File: config.mk
export PLATFORM = sky130hd
export DESIGN_NAME = cpu_pc_stack_reg_flat
export DESIGN_NICKNAME = d
export VERILOG_FILES = /design/src/rtl/cpu_pc_stack_reg_if.sv /design/src/rtl/cpu_pc_stack_reg.sv /design/src/flat_wrapper.sv
export SDC_FILE = /design/constraint.sdc
export NUM_CORES = 1
export LEC_CHECK = 0
export ABC_AREA = 1
export CORE_UTILIZATION = 50
export CTS_CLUSTER_SIZE = 40
export DETAILED_ROUTE_END_ITERATION = 8
export GPL_TIMING_DRIVEN = 1
export PLACE_DENSITY = 0.73
export SYNTH_ARGS = -nofsm -noshare
export SYNTH_HDL_FRONTEND = slang
export SYNTH_SLANG_ARGS = --single-unit
export TNS_END_PERCENT = 5
File: constraint.sdc
create_clock -name clk -period 5.4 [get_ports clk]
set_clock_uncertainty 0.05 [all_clocks]
set_input_delay 0.81 -clock clk [delete_from_list [all_inputs] [get_ports clk]]
set_output_delay 0.81 -clock clk [all_outputs]
set_load 0.05 [all_outputs]
File: src/rtl/cpu_pc_stack_reg_if.sv
// cpu_pc_stack_reg_if
// Bus between the control unit and the program-counter register.
//   master : control unit; drives d and the load/inc/call/ret/hold strobes,
//            and observes the PC, stack occupancy and status flags.
//   slave  : the PC register itself.
// Parameters N (PC width) and DEPTH (return-stack entries) must match the
// cpu_pc_stack_reg instance this interface is connected to.
interface cpu_pc_stack_reg_if #(
    parameter int N     = 8,
    parameter int DEPTH = 4
);
    localparam int SP_W = $clog2(DEPTH + 1);

    logic [N-1:0]    d;
    logic            load;
    logic            inc;
    logic            call;
    logic            ret;
    logic            hold;
    logic [N-1:0]    q;
    logic [SP_W-1:0] sp;
    logic            full;
    logic            empty;
    logic            wrap;
    logic            conflict;
    logic            ovf_err;
    logic            unf_err;

    modport master (
        output d, load, inc, call, ret, hold,
        input  q, sp, full, empty, wrap, conflict, ovf_err, unf_err
    );

    modport slave (
        input  d, load, inc, call, ret, hold,
        output q, sp, full, empty, wrap, conflict, ovf_err, unf_err
    );
endinterface

File: src/rtl/cpu_pc_stack_reg.sv
// cpu_pc_stack_reg
// Program-counter register for the fetch path, with a configurable increment
// step, a DEPTH-entry call/return stack, a stall input, wrap detection and
// sticky stack error flags.
// Ports:
//   clk  : rising-edge clock
//   rst  : synchronous active-high reset (overrides hold and all strobes)
//   bus  : cpu_pc_stack_reg_if.slave
//          in : d, load, inc, call, ret, hold
//          out: q (PC), sp (occupancy 0..DEPTH), full, empty,
//               wrap / conflict (one-cycle pulses), ovf_err / unf_err (sticky)
module cpu_pc_stack_reg #(
    parameter int           N       = 8,
    parameter int           DEPTH   = 4,
    parameter int           STEP    = 1,
    parameter logic [N-1:0] RST_VAL = '0
) (
    input logic               clk,
    input logic               rst,
    cpu_pc_stack_reg_if.slave bus
);
    localparam int              SP_W   = $clog2(DEPTH + 1);
    localparam int              AW     = (DEPTH > 1) ? $clog2(DEPTH) : 1;
    localparam logic [N:0]      STEP_X = (N + 1)'(STEP);
    localparam logic [SP_W-1:0] SP_MAX = SP_W'(DEPTH);
    localparam logic [SP_W-1:0] SP_ONE = SP_W'(1);

    logic [N-1:0]    stack [DEPTH];
    logic [N-1:0]    q_r;
    logic [SP_W-1:0] sp_r;
    logic            wrap_r;
    logic            conflict_r;
    logic            ovf_r;
    logic            unf_r;

    logic [N:0]      next_seq;   // {carry, q + STEP}
    logic            full;
    logic            empty;
    logic            multi;
    logic            push;
    logic [AW-1:0]   wr_idx;
    logic [AW-1:0]   rd_idx;

    always_comb begin
        next_seq = {1'b0, q_r} + STEP_X;
        full     = (sp_r == SP_MAX);
        empty    = (sp_r == '0);
        multi    = ($countones({bus.load, bus.inc, bus.call, bus.ret}) > 1);
        push     = !rst && !bus.hold && !multi && bus.call && !full;
        // Entries 0..DEPTH-1; sp itself needs one extra bit to represent DEPTH.
        wr_idx   = AW'(sp_r);
        rd_idx   = AW'(sp_r - SP_ONE);
    end

    // ---- return stack storage (not cleared by reset) ----
    always_ff @(posedge clk) begin
        if (push) begin
            stack[wr_idx] <= next_seq[N-1:0];
        end
    end

    // ---- PC, stack pointer and status flags ----
    always_ff @(posedge clk) begin
        if (rst) begin
            q_r        <= RST_VAL;
            sp_r       <= '0;
            wrap_r     <= 1'b0;
            conflict_r <= 1'b0;
            ovf_r      <= 1'b0;
            unf_r      <= 1'b0;
        end else begin
            wrap_r     <= 1'b0;
            conflict_r <= 1'b0;
            if (!bus.hold) begin
                if (multi) begin
                    conflict_r <= 1'b1;
                end else if (bus.load) begin
                    q_r <= bus.d;
                end else if (bus.inc) begin
                    q_r    <= next_seq[N-1:0];
                    wrap_r <= next_seq[N];
                end else if (bus.call) begin
                    if (full) begin
                        ovf_r <= 1'b1;
                    end else begin
                        q_r    <= bus.d;
                        sp_r   <= sp_r + SP_ONE;
                        wrap_r <= next_seq[N];
                    end
                end else if (bus.ret) begin
                    if (empty) begin
                        unf_r <= 1'b1;
                    end else begin
                        q_r  <= stack[rd_idx];
                        sp_r <= sp_r - SP_ONE;
                    end
                end
            end
        end
    end

    assign bus.q        = q_r;
    assign bus.sp       = sp_r;
    assign bus.full     = full;
    assign bus.empty    = empty;
    assign bus.wrap     = wrap_r;
    assign bus.conflict = conflict_r;
    assign bus.ovf_err  = ovf_r;
    assign bus.unf_err  = unf_r;
endmodule

File: src/flat_wrapper.sv
// flat-port wrapper written by rule: the top's interface ports become plain ports
module cpu_pc_stack_reg_flat 
#(
    parameter int           N       = 8,
    parameter int           DEPTH   = 4,
    parameter int           STEP    = 1,
    parameter logic [N-1:0] RST_VAL = '0
)
  (clk, rst, bus_d, bus_load, bus_inc, bus_call, bus_ret, bus_hold, bus_q, bus_sp, bus_full, bus_empty, bus_wrap, bus_conflict, bus_ovf_err, bus_unf_err);
  cpu_pc_stack_reg_if #(.N(N), .DEPTH(DEPTH)) bus_i ();
  input logic clk;
  input logic rst;
  input wire logic [$bits(bus_i.d)-1:0] bus_d;
  input wire logic [$bits(bus_i.load)-1:0] bus_load;
  input wire logic [$bits(bus_i.inc)-1:0] bus_inc;
  input wire logic [$bits(bus_i.call)-1:0] bus_call;
  input wire logic [$bits(bus_i.ret)-1:0] bus_ret;
  input wire logic [$bits(bus_i.hold)-1:0] bus_hold;
  output wire logic [$bits(bus_i.q)-1:0] bus_q;
  output wire logic [$bits(bus_i.sp)-1:0] bus_sp;
  output wire logic [$bits(bus_i.full)-1:0] bus_full;
  output wire logic [$bits(bus_i.empty)-1:0] bus_empty;
  output wire logic [$bits(bus_i.wrap)-1:0] bus_wrap;
  output wire logic [$bits(bus_i.conflict)-1:0] bus_conflict;
  output wire logic [$bits(bus_i.ovf_err)-1:0] bus_ovf_err;
  output wire logic [$bits(bus_i.unf_err)-1:0] bus_unf_err;
  assign bus_i.d = bus_d;
  assign bus_i.load = bus_load;
  assign bus_i.inc = bus_inc;
  assign bus_i.call = bus_call;
  assign bus_i.ret = bus_ret;
  assign bus_i.hold = bus_hold;
  assign bus_q = bus_i.q;
  assign bus_sp = bus_i.sp;
  assign bus_full = bus_i.full;
  assign bus_empty = bus_i.empty;
  assign bus_wrap = bus_i.wrap;
  assign bus_conflict = bus_i.conflict;
  assign bus_ovf_err = bus_i.ovf_err;
  assign bus_unf_err = bus_i.unf_err;
  cpu_pc_stack_reg #(.N(N), .DEPTH(DEPTH), .STEP(STEP), .RST_VAL(RST_VAL)) u_core (.clk(clk), .rst(rst), .bus(bus_i));
endmodule
# After elaboration in Yosys (flattened, before gate mapping)
# Memories as Yosys holds them, arrays and structs flattened.
# Cells that the tools add are included.
# op_classes
add_sub_neg,6
order_cmp,1
n_eq_ne,5
n_mux,16
bitwise_logic,5
reduce_logical,17
# op_table
operator,count
$mux W8,6
$add A32 B32 Y32,1
$gt A32 B2 Y1 const B,1
$reduce_and A7 Y1,2
$mux W3,4
$add A8 B1 Y9 const B,1
$ne A4 B4 Y1 const B,2
$mux W1,6
$reduce_and A6 Y1,1
$not A1 Y1,5
$reduce_and A5 Y1,1
$add A1 B1 Y2,2
$logic_and A1 B1 Y1,4
$logic_not A1 Y1,4
$ne A2 B2 Y1 const B,2
$reduce_bool A4 Y1,1
$reduce_or A4 Y1,1
$add A3 B1 Y3 const B,1
$eq A3 B3 Y1 const B,1
$logic_not A3 Y1,1
$sub A3 B1 Y3 const B,1
$reduce_bool A2 Y1,1
$reduce_or A2 Y1,1
# totals
ff_bits,15
ram_bits,32
input_bits,15
out_inout_bits,17
wordCells,57
n_memories,1
# mem_list
memory,depth,word_bits,read_ports,rd_ports_with_merged_regs,write_ports,line,rtl
u_core.stack,4,8,1,0,1,cpu_pc_stack_reg.sv:28,logic [N-1:0] stack [DEPTH];

# Longest topological paths before layout
# Gate-level depths: netlist of run 1.
# logic_depth
ltp_word,9
mapped_depth,13
depth_no_buf,12

# Worst setup path before layout of run 1
# OpenSTA, ideal clock, no wires.
# synth_timing
path_kind,input to register
startpoint,in bus_load
endpoint,"mem u_core.stack[1][0], enable pin"
setup_time_ns,0.371
t_arrival_ns,2.778
required_time_ns,4.979
slack_ns,2.202
path_stages,11
cell_sequence,inv_1 > buf_2 > ha_1 > nand2_1 > inv_1 > fa_1 > nor2_2 > inv_1 > nor3_1 > nand3_1 > nor2_1
# synth_via
elab_chain_len,9
# synth_rtl
item,line,rtl
start: declaration,flat_wrapper.sv:14,input wire logic [$bits(bus_i.load)-1:0] bus_load;
$add A1 B1 Y2 (not written as such),cpu_pc_stack_reg.sv:48,"multi = ($countones({bus.load, bus.inc, bus.call, bus.ret}) > 1);"
$add A32 B32 Y32 (not written as such),cpu_pc_stack_reg.sv:48,
$gt A32 B2 Y1,cpu_pc_stack_reg.sv:48,
$logic_not A1 Y1,cpu_pc_stack_reg.sv:49,push = !rst && !bus.hold && !multi && bus.call && !full;
$logic_and A1 B1 Y1 (3 in series),cpu_pc_stack_reg.sv:49,
$mux W1,cpu_pc_stack_reg.sv:57,if (push) begin
$mux W1 (not written as such),cpu_pc_stack_reg.sv:58,stack[wr_idx] <= next_seq[N-1:0];
end: declaration,cpu_pc_stack_reg.sv:28,
# Every way passes these cells.

# Final worst setup path of run 1
# layout_timing
startpoint,in bus_load
endpoint,"mem u_core.stack[0][2], enable pin"
# Same word-level chain as after synthesis.

==> reports/summary.md, run 1 <==
The post-synthesis share of cell area spent on full adders, half adders and majority gates is 5.88%, and the worst max-slew margin expressed relative to the limit is 53.4%. Worst setup path endpoint: u_core.stack[0][2]. For the synthesized net count, the log shows 318.

The share of total power dissipated in sequential elements is 51.8%. For the final number of max-transition violations, the log shows 0. The vertical die dimension works out to 72.3 um. Counting flops and latches in the post-synthesis netlist gives 47. Setup repair after global routing left no endpoint under its margin. The number of hold buffers added after CTS is 0, and the critical-path maximum fanout is 12. Summing the areas of all and, or, nand and nor instances in the mapped netlist gives 27.7% of the synthesized area. Tracing the worst setup path back leads to its startpoint at bus_load.

The final count of hold timing violations came out at 0. The number of placed instances, taps included, is 385. For the pin with the worst max-slew slack, the measured transition is 0.698 ns. STA classifies the critical path startpoint as a primary input. The wire-length estimate of the detail-placed layout is 4.43 mm. Met3 global-route usage: 5.14%. In this run the clock root is driven by a sky130_fd_sc_hd__clkbuf_8. Met2 layer usage reported by global route: 37.8%. TritonCTS built the clock tree. Summing the areas of all xor and xnor instances in the mapped netlist gives 0.709% of the synthesized area. The count of distinct cell types in the synthesized netlist came out at 31. In this run the tool buffered the top-level ports with 31 buffer cells. In this run the static leakage power is 1.22 nW. For the number of global-route vias before repair, the log shows 1935. Summing all placed instances gives a cell area of 2830 sq um.

Level count of the clock H-tree: 2. The power consumption came out at 0.793 mW. The final critical-path required period was 3.94 ns; the starting DRC count in detailed routing was 127. For the global placement routability congestion, the log shows 0.915. Detailed-route DRC error count: 0. Once layout is complete, the cells apart from fillers number 393. The starting utilization of the core area was 52.3%; the clock-pin slew on the worst setup and hold paths was 0.10 ns.

The aggregate routed wire length was 5.88 mm. Once routing completed, OpenROAD measured the worst setup slack at 1.46 ns. Number of synthesized flops with an enable pin: 32. After synthesis, the share of cell area in mux cells is 0%. The number of cell rows was 25.

Synthesis produced a netlist whose cell count is 292. The core region is 4720 sq um. The busiest metal layer after global routing was met2. The post-place setup slack is 1.15 ns. The total power divided by cell area was 271 nW/um^2. The type of the most critical hold path is reg2reg. The depth of the worst register-to-register path works out to 5. In this run the post-CTS setup repair buffer count came out at 0. The clock network accounts for 29.4% of the total power. Entering global routing, the biggest net connects 22 pins. Post-CTS repair changed the size of 0 cells. The initial antenna violation count came out at 0. The detail-routed via count per cell came out at 5.23. The logs give 0.31 ns for the source-to-sink clock delay at the later pin of the worst-skew pair and 2930 sq um for the post-route cell area. Max-cap violations in this run came to 0. For the overall routing resource usage, the log shows 24.7%.

Summed over all nets, the switching power comes to 0.246 mW. The count of yosys warnings during synthesis is 0, and the post-synthesis average cell area is 8.46 sq um. For the via total after detailed routing, the log shows 2054. In the final layout, the share of cells above drive strength 1 is 6.13%. The startpoint identified for the worst register-to-register timing path is u_core.bus.sp[0].

The tools report the post-route antenna net violation count as 0. The worst setup path is captured at a register. The upper clock frequency limit came out at 0.254 GHz. The die outline width is 72.3 um, and the cell internal power dissipation is 0.548 mW.

Routed length per instance: 15.0 um. Setup slack on the worst reg-to-reg path comes out at 2.78 ns. At the end of the flow, the number of nets in the layout was 351. The run gives 5 as the number of clock buffers inserted by TritonCTS. The run finished with clean final reports.

The I/O pin count was 32. In this run switching power makes up 31.0% of total power. The tools report the worst voltage drop across the vdd grid as 193 uV. Accumulated negative setup slack: 0 ns. The library cells used most frequently in the layout, excluding fill and tap cells, are sky130_fd_sc_hd__nand2_1 (76), sky130_fd_sc_hd__inv_1 (38), sky130_fd_sc_hd__nand3_1 (38).

Combinational logic burns 18.9% of the power. The dominant combinational cell family by area after synthesis is simple AND/OR/NAND/NOR gates. For this run, asynchronously set or reset flops after synthesis account for 0%. The endpoint identified for the worst register-to-register timing path is u_core.stack[0][2]. The logs give 4 for the detailed-routing iteration count for the pre-antenna-repair pass and 2470 sq um for the post-synth design cell area. The synthesized netlist devotes 6.59% of its cell area to compound gates. The die covers 5230 sq um. The number of antenna diodes in the final layout is 0.

On the final layout, the worst hold slack is 0.441 ns. The part of the cycle the worst path needs is 72.9%. The worst setup path is of the in2reg kind. The first global-routing pass estimated 9.55 mm of wire.

The most used flip-flop cell after synthesis is sky130_fd_sc_hd__edfxtp_1. The tools report the arrival time at the worst endpoint as 3.83 ns. Setup violations remaining at the end of the flow were counted as 0. The worst-case clock buffer depth was 2; the met1 track demand over resource was 34.1%. Sequential cells were found to cover 51.1% of the synthesized design area.

The final standard cell utilization of the core was 62.0%. The aggregate global routing overflow was 0; the synthesis-to-finish area growth was 18.6%. The required time reported for the critical path endpoint is 5.30 ns, and the number of sinks driven by the clock tree is 47. The commonest non-fill, non-tap cell in the layout was sky130_fd_sc_hd__nand2_1.
[power groups by stage]
stage / Sequential (mW) / Clock (mW) / Combinational [mW]
after floorplan: 0.443 / 0 / 0.0696
after global placement: 0.419 / 0 / 0.148
after detailed placement: 0.419 / 0 / 0.149
after CTS: 0.410 / 0.238 / 0.149
after global routing: 0.412 / 0.251 / 0.163
final: 0.411 / 0.233 / 0.150
[flip-flops by register name, summed over array words and instances (netlist names)]
register             cells
u_core.stack            32
u_core.bus.q             8
u_core.bus.sp            3
u_core.bus.conflict      1
u_core.bus.ovf_err       1
u_core.bus.unf_err       1
u_core.bus.wrap          1
[routing by layer]
metal / share of wire (%) / up-vias / routed length [um]
met3: 6.0 / 12 / 350
li1: - / 1027 / -
met5: 0 / - / 0
met4: 3.0 / 0 / 175
met1: 47 / 936 / 2790
met2: 44 / 79 / 2570
[synthesized netlist by cell type, types with 2 or more instances]
master                     number  area, sq um
sky130_fd_sc_hd__dfxtp_1       15          300
sky130_fd_sc_hd__edfxtp_1      32          961
sky130_fd_sc_hd__buf_4          2         15.0
sky130_fd_sc_hd__nor2_2         2         12.5
sky130_fd_sc_hd__xnor2_1        2         17.5
sky130_fd_sc_hd__o21ai_1        5         25.0
sky130_fd_sc_hd__inv_1         38          143
sky130_fd_sc_hd__buf_2          2         10.0
sky130_fd_sc_hd__nor2_1        24         90.1
sky130_fd_sc_hd__nand3b_1       3         22.5
sky130_fd_sc_hd__inv_4          2         12.5
sky130_fd_sc_hd__o211ai_1       3         22.5
sky130_fd_sc_hd__nand2_1       76          285
sky130_fd_sc_hd__nand3_1       38          190
sky130_fd_sc_hd__ha_1          10          125
sky130_fd_sc_hd__o21ai_0        6         30.0
sky130_fd_sc_hd__a21oi_1       13         65.1
sky130_fd_sc_hd__o22ai_1        2         12.5
sky130_fd_sc_hd__nor3_1         4         20.0
sky130_fd_sc_hd__or2_2          2         12.5
[cells by family after synthesis]
family	count (synthesis)
buffers and inverters	47
adders and majority gates	11
AOI/OAI and AO/OA	30
DFF	47
xor gates and xnor gates	2
and+or+nand+nor	155
[layout make-up]
class	count	area [sq um]
timing repair buffer	32	318
multi-input combinational	198	1010
clock buffer	5	68.8
clock inverter	3	28.8
sequential	47	1260
tap	67	83.8
fill	433	1790
inverter	41	159
[how the worst min path moves through the flow]
stage	from	endpoint	cells past startpoint
2_1_floorplan	u_core.stack[0][3]	u_core.bus.q[3]	4
3_3_place_gp	u_core.bus.unf_err	u_core.bus.unf_err	2
3_5_place_dp	u_core.bus.ovf_err	u_core.bus.ovf_err	2
4_1_cts	u_core.bus.ovf_err	u_core.bus.ovf_err	2
5_1_grt	u_core.bus.ovf_err	u_core.bus.ovf_err	2
6_report	u_core.bus.ovf_err	u_core.bus.ovf_err	2
[critical path: stages]
cell	delay, ns
sky130_fd_sc_hd__clkdlybuf4s50_1	0.49
sky130_fd_sc_hd__inv_1	0.32
sky130_fd_sc_hd__ha_1	0.31
sky130_fd_sc_hd__nand2_1	0.07
sky130_fd_sc_hd__inv_1	0.05
sky130_fd_sc_hd__fa_1	0.44
sky130_fd_sc_hd__nor2_2	0.20
sky130_fd_sc_hd__inv_1	0.10
sky130_fd_sc_hd__nor3_1	0.22
sky130_fd_sc_hd__nand3_1	0.23
sky130_fd_sc_hd__nor2_1	0.59
Power figures use the tool's default switching activity.
==> run 2: changes to the inputs <==
CORE_UTILIZATION = 49   (was 50)
PLACE_DENSITY = 0.75   (was 0.73)
clock period = 3.29 ns   (was 5.4 ns; I/O delays follow)
==> reports/summary.md, run 2 (same netlist as run 1, synthesis figures left out) <==
For the I/O pin count, the log shows 32 (unchanged). For the arrival time at the worst endpoint, the log shows 2.85 ns (was 3.83 ns). For the total half-perimeter wirelength after legalization and detailed placement, the log shows 4.14 mm (was 4.43 mm). The global placement routability congestion came out at 0.899 (was 0.915). The synthesis-to-finish area growth is 21.9% (was 18.6%), and the transition at the pin with the smallest max-transition slack is 0.495 ns (was 0.698 ns). The post-CTS setup repair buffer count is 0 (unchanged).

The critical path's slowest cell is sky130_fd_sc_hd__clkdlybuf4s50_1 (was sky130_fd_sc_hd__nor2_1). The run gives 47 (unchanged) as the number of sinks driven by the clock tree. Vertical die dimension: 73.0 um (was 72.3 um). Worst max-slew margin expressed relative to the limit: 66.9% (was 53.4%). The commonest non-fill, non-tap cell in the layout is sky130_fd_sc_hd__nand2_1 (unchanged). The starting DRC count in detailed routing is 115 (was 127), and the part of the cycle the worst path needs is 87.7%.

Highest-count cells in the layout ignoring fill and taps: sky130_fd_sc_hd__nand2_1 (76), sky130_fd_sc_hd__inv_1 (38), sky130_fd_sc_hd__nand3_1 (38) (unchanged). Setup repair after global routing left no endpoint under its margin. Cell type with the highest occurrence count on the critical path: sky130_fd_sc_hd__inv_1 (unchanged). The die area is 5330 sq um (was 5230 sq um). The run gives 0.370 mW (was 0.246 mW) as the switching power total.

The number of global-route vias before repair came out at 1859 (was 1935). The endpoint class of the critical path was a register (unchanged). Register name with the most flops: u_core.stack (unchanged). The worst voltage drop across the vdd grid is 287 uV (was 193 uV). Cell at the root of the clock tree: sky130_fd_sc_hd__clkbuf_8 (unchanged). The critical-path maximum fanout is 8 (was 12), and the total power divided by cell area is 422 nW/um^2 (was 271 nW/um^2).

The number of antenna diodes is 0 (unchanged), and the worst-case clock buffer depth is 2 (unchanged). The detail-routed via count per cell came out at 5.10 (was 5.23). The die outline width works out to 73.0 um (was 72.3 um). The number of nets at the end of the flow came out at 363 (was 351). Top cell family by delay on the critical path: buffers and inverters (was simple AND/OR/NAND/NOR gates). The upper clock frequency limit came out at 0.347 GHz. Final critical-path required period: 2.89 ns. The run gives 2 (unchanged) as the level count of the clock H-tree. For the post-place setup slack, the log shows 0.0882 ns (was 1.15 ns). The tools report the startpoint of the most critical setup path as bus_call (was bus_load). The number of flip-flops in the largest register was 32 (unchanged). The final instance count without filler cells came out at 405 (was 393).

The clock network power share was 27.3% (was 29.4%). The count of endpoints failing setup in the final report was 0 (unchanged). The sequential fraction of design power was 52.9% (was 51.8%); the met1 track demand over resource was 31.1% (was 34.1%).

The count of maximum capacitance violations was 0 (unchanged); the detailed-route DRC error count was 0 (unchanged). The tools report the overall routing resource usage as 22.4% (was 24.7%). The number of hold buffers added after CTS is 0 (unchanged), and the routed length per instance is 13.4 um (was 15.0 um). The tools report the share of power burned in combinational logic as 19.8% (was 18.9%).

The net switching fraction of the power was 29.2% (was 31.0%). The startpoint of the worst hold path was u_core.bus.unf_err (was u_core.bus.ovf_err). For the post-placement cell count, the log shows 397 (was 385). Busiest metal layer after global routing: met2 (unchanged).

The logs give 5.43 mm (was 5.88 mm) for the aggregate routed wire length and 0 ns (unchanged) for the accumulated negative setup slack. Category of the most critical setup path: in2reg (unchanged). Final worst-path setup slack: 0.405 ns (was 1.46 ns). The number of buffer cells added on primary ports is 31 (unchanged), and the number of resized instances in the post-cts repair step is 0 (unchanged). The run finished with clean final reports. The type of the most critical hold path is reg2reg (unchanged).

Final standard cell utilization of the core: 62.9% (was 62.0%). For the final-layout worst hold slack, the log shows 0.426 ns (was 0.441 ns). The detailed-routing iteration count for the pre-antenna-repair pass is 4 (unchanged), and the via total after detailed routing is 2064 (was 2054). The initial antenna violation count came out at 0 (unchanged). The clock-pin slew on the worst setup and hold paths is 0.09 ns (was 0.10 ns), and the required time reported for the critical path endpoint is 3.25 ns (was 5.30 ns). The logs give 0.29 ns (was 0.31 ns) for the source-to-sink clock delay at the later pin of the worst-skew pair and 51.6% (was 52.3%) for the starting utilization of the core area. Cell-by-cell listing of the critical path: clkdlybuf4s50_1, inv_2, ha_1, nand2_1, inv_1, fa_1, nor2_2, inv_1, nor3_1, nand3_1, nor2_1, buf_4 (was clkdlybuf4s50_1, inv_1, ha_1, nand2_1, inv_1, fa_1, nor2_2, inv_1, nor3_1, nand3_1, nor2_1). The met2 layer usage reported by global route is 35.9% (was 37.8%), and the delay of the slowest cell on the worst path is 0.53 ns (was 0.59 ns).

The number of buffer and inverter instances along the worst setup path works out to 5 (was 4). TritonCTS built the clock tree. Startpoint of the lowest-slack register-to-register path: u_core.bus.sp[0] (unchanged).

The share of cells above drive strength 1 was 9.17% (was 6.13%); the post-route antenna net violation count was 0 (unchanged). For the number of cell rows, the log shows 25 (unchanged). The number of clock buffers inserted by TritonCTS was 5 (unchanged). Pin count of the biggest net entering global routing: 22 (unchanged). Type of origin of the critical path: a primary input (unchanged).

For the aggregate global routing overflow, the log shows 0 (unchanged). The standard cell core area was 4790 sq um (was 4720 sq um); the leakage power was 1.28 nW (was 1.22 nW). The final count of hold timing violations was 0 (unchanged); the cell internal power dissipation was 0.900 mW (was 0.548 mW).

The final number of max-transition violations is 0 (unchanged). The met3 global-route usage is 3.87% (was 5.14%). The wire length of the first global-routing pass came out at 8.87 mm (was 9.55 mm).
## run 2: cell count changes in the layout (fill, tap and decap cells not counted), sizes merged
cell	previous run	this run
clkbuf	5	6
clkinvlp	0	1
buf	1	13
inv	44	42
## run 2: worst paths after layout
path	end	slack, ns	depth (start not counted)
worst min register to register	u_core.bus.unf_err	0.43	2
worst max register to register	u_core.bus.q[3]	1.44	7
worst max-delay path	u_core.stack[3][0]	0.40	12
worst min-delay path	u_core.bus.unf_err	0.43	2
## run 2: cell type report
cell class | count | area, sq um
clock inverters | 2 | 16.3
fillers | 436 | 1780
well taps | 67 | 83.8
repair buffers | 44 | 408
flip-flops and latches | 47 | 1260
inverters | 41 | 159
multi-input cells | 198 | 1010
clock buffers | 6 | 72.6
## run 2: metal layers
layer / part of all wire (%) / vias up
li1: - / 1051
met1: 46 / 936
met2: 47 / 71
met3: 6.3 / 6
met4: 1.1 / 0
met5: 0 / -
## run 2: metrics by stage
step                      power, mW  cell area, sq um
after floorplan               0.841              2470
after global placement        0.935              2920
after detailed placement      0.936              2920
after CTS                      1.28              3010
after global routing           1.33              3010
final                          1.27              3010
## run 2: worst min-delay path, delay by kind of cell, from the launching register on
| family | cells | cell delay, ns |
|---|---|---|
| flip-flops | 1 | 0.34 |
| AND/OR/NAND/NOR | 2 | 0.11 |
## run 2: power by group through the flow
stage / registers (mW) / logic [mW] / clock network [mW]
2_1_floorplan: 0.727 / 0.114 / 0
3_3_place_gp: 0.685 / 0.251 / 0
3_5_place_dp: 0.685 / 0.251 / 0
4_1_cts: 0.672 / 0.252 / 0.360
5_1_grt: 0.674 / 0.277 / 0.379
6_report: 0.672 / 0.252 / 0.347
==> run 3: changes to the inputs <==
SETUP_SLACK_MARGIN = 0.05   (was not set)
==> results of run 3 <==
Final layout, timing and power as in run 2 (identical DEF).
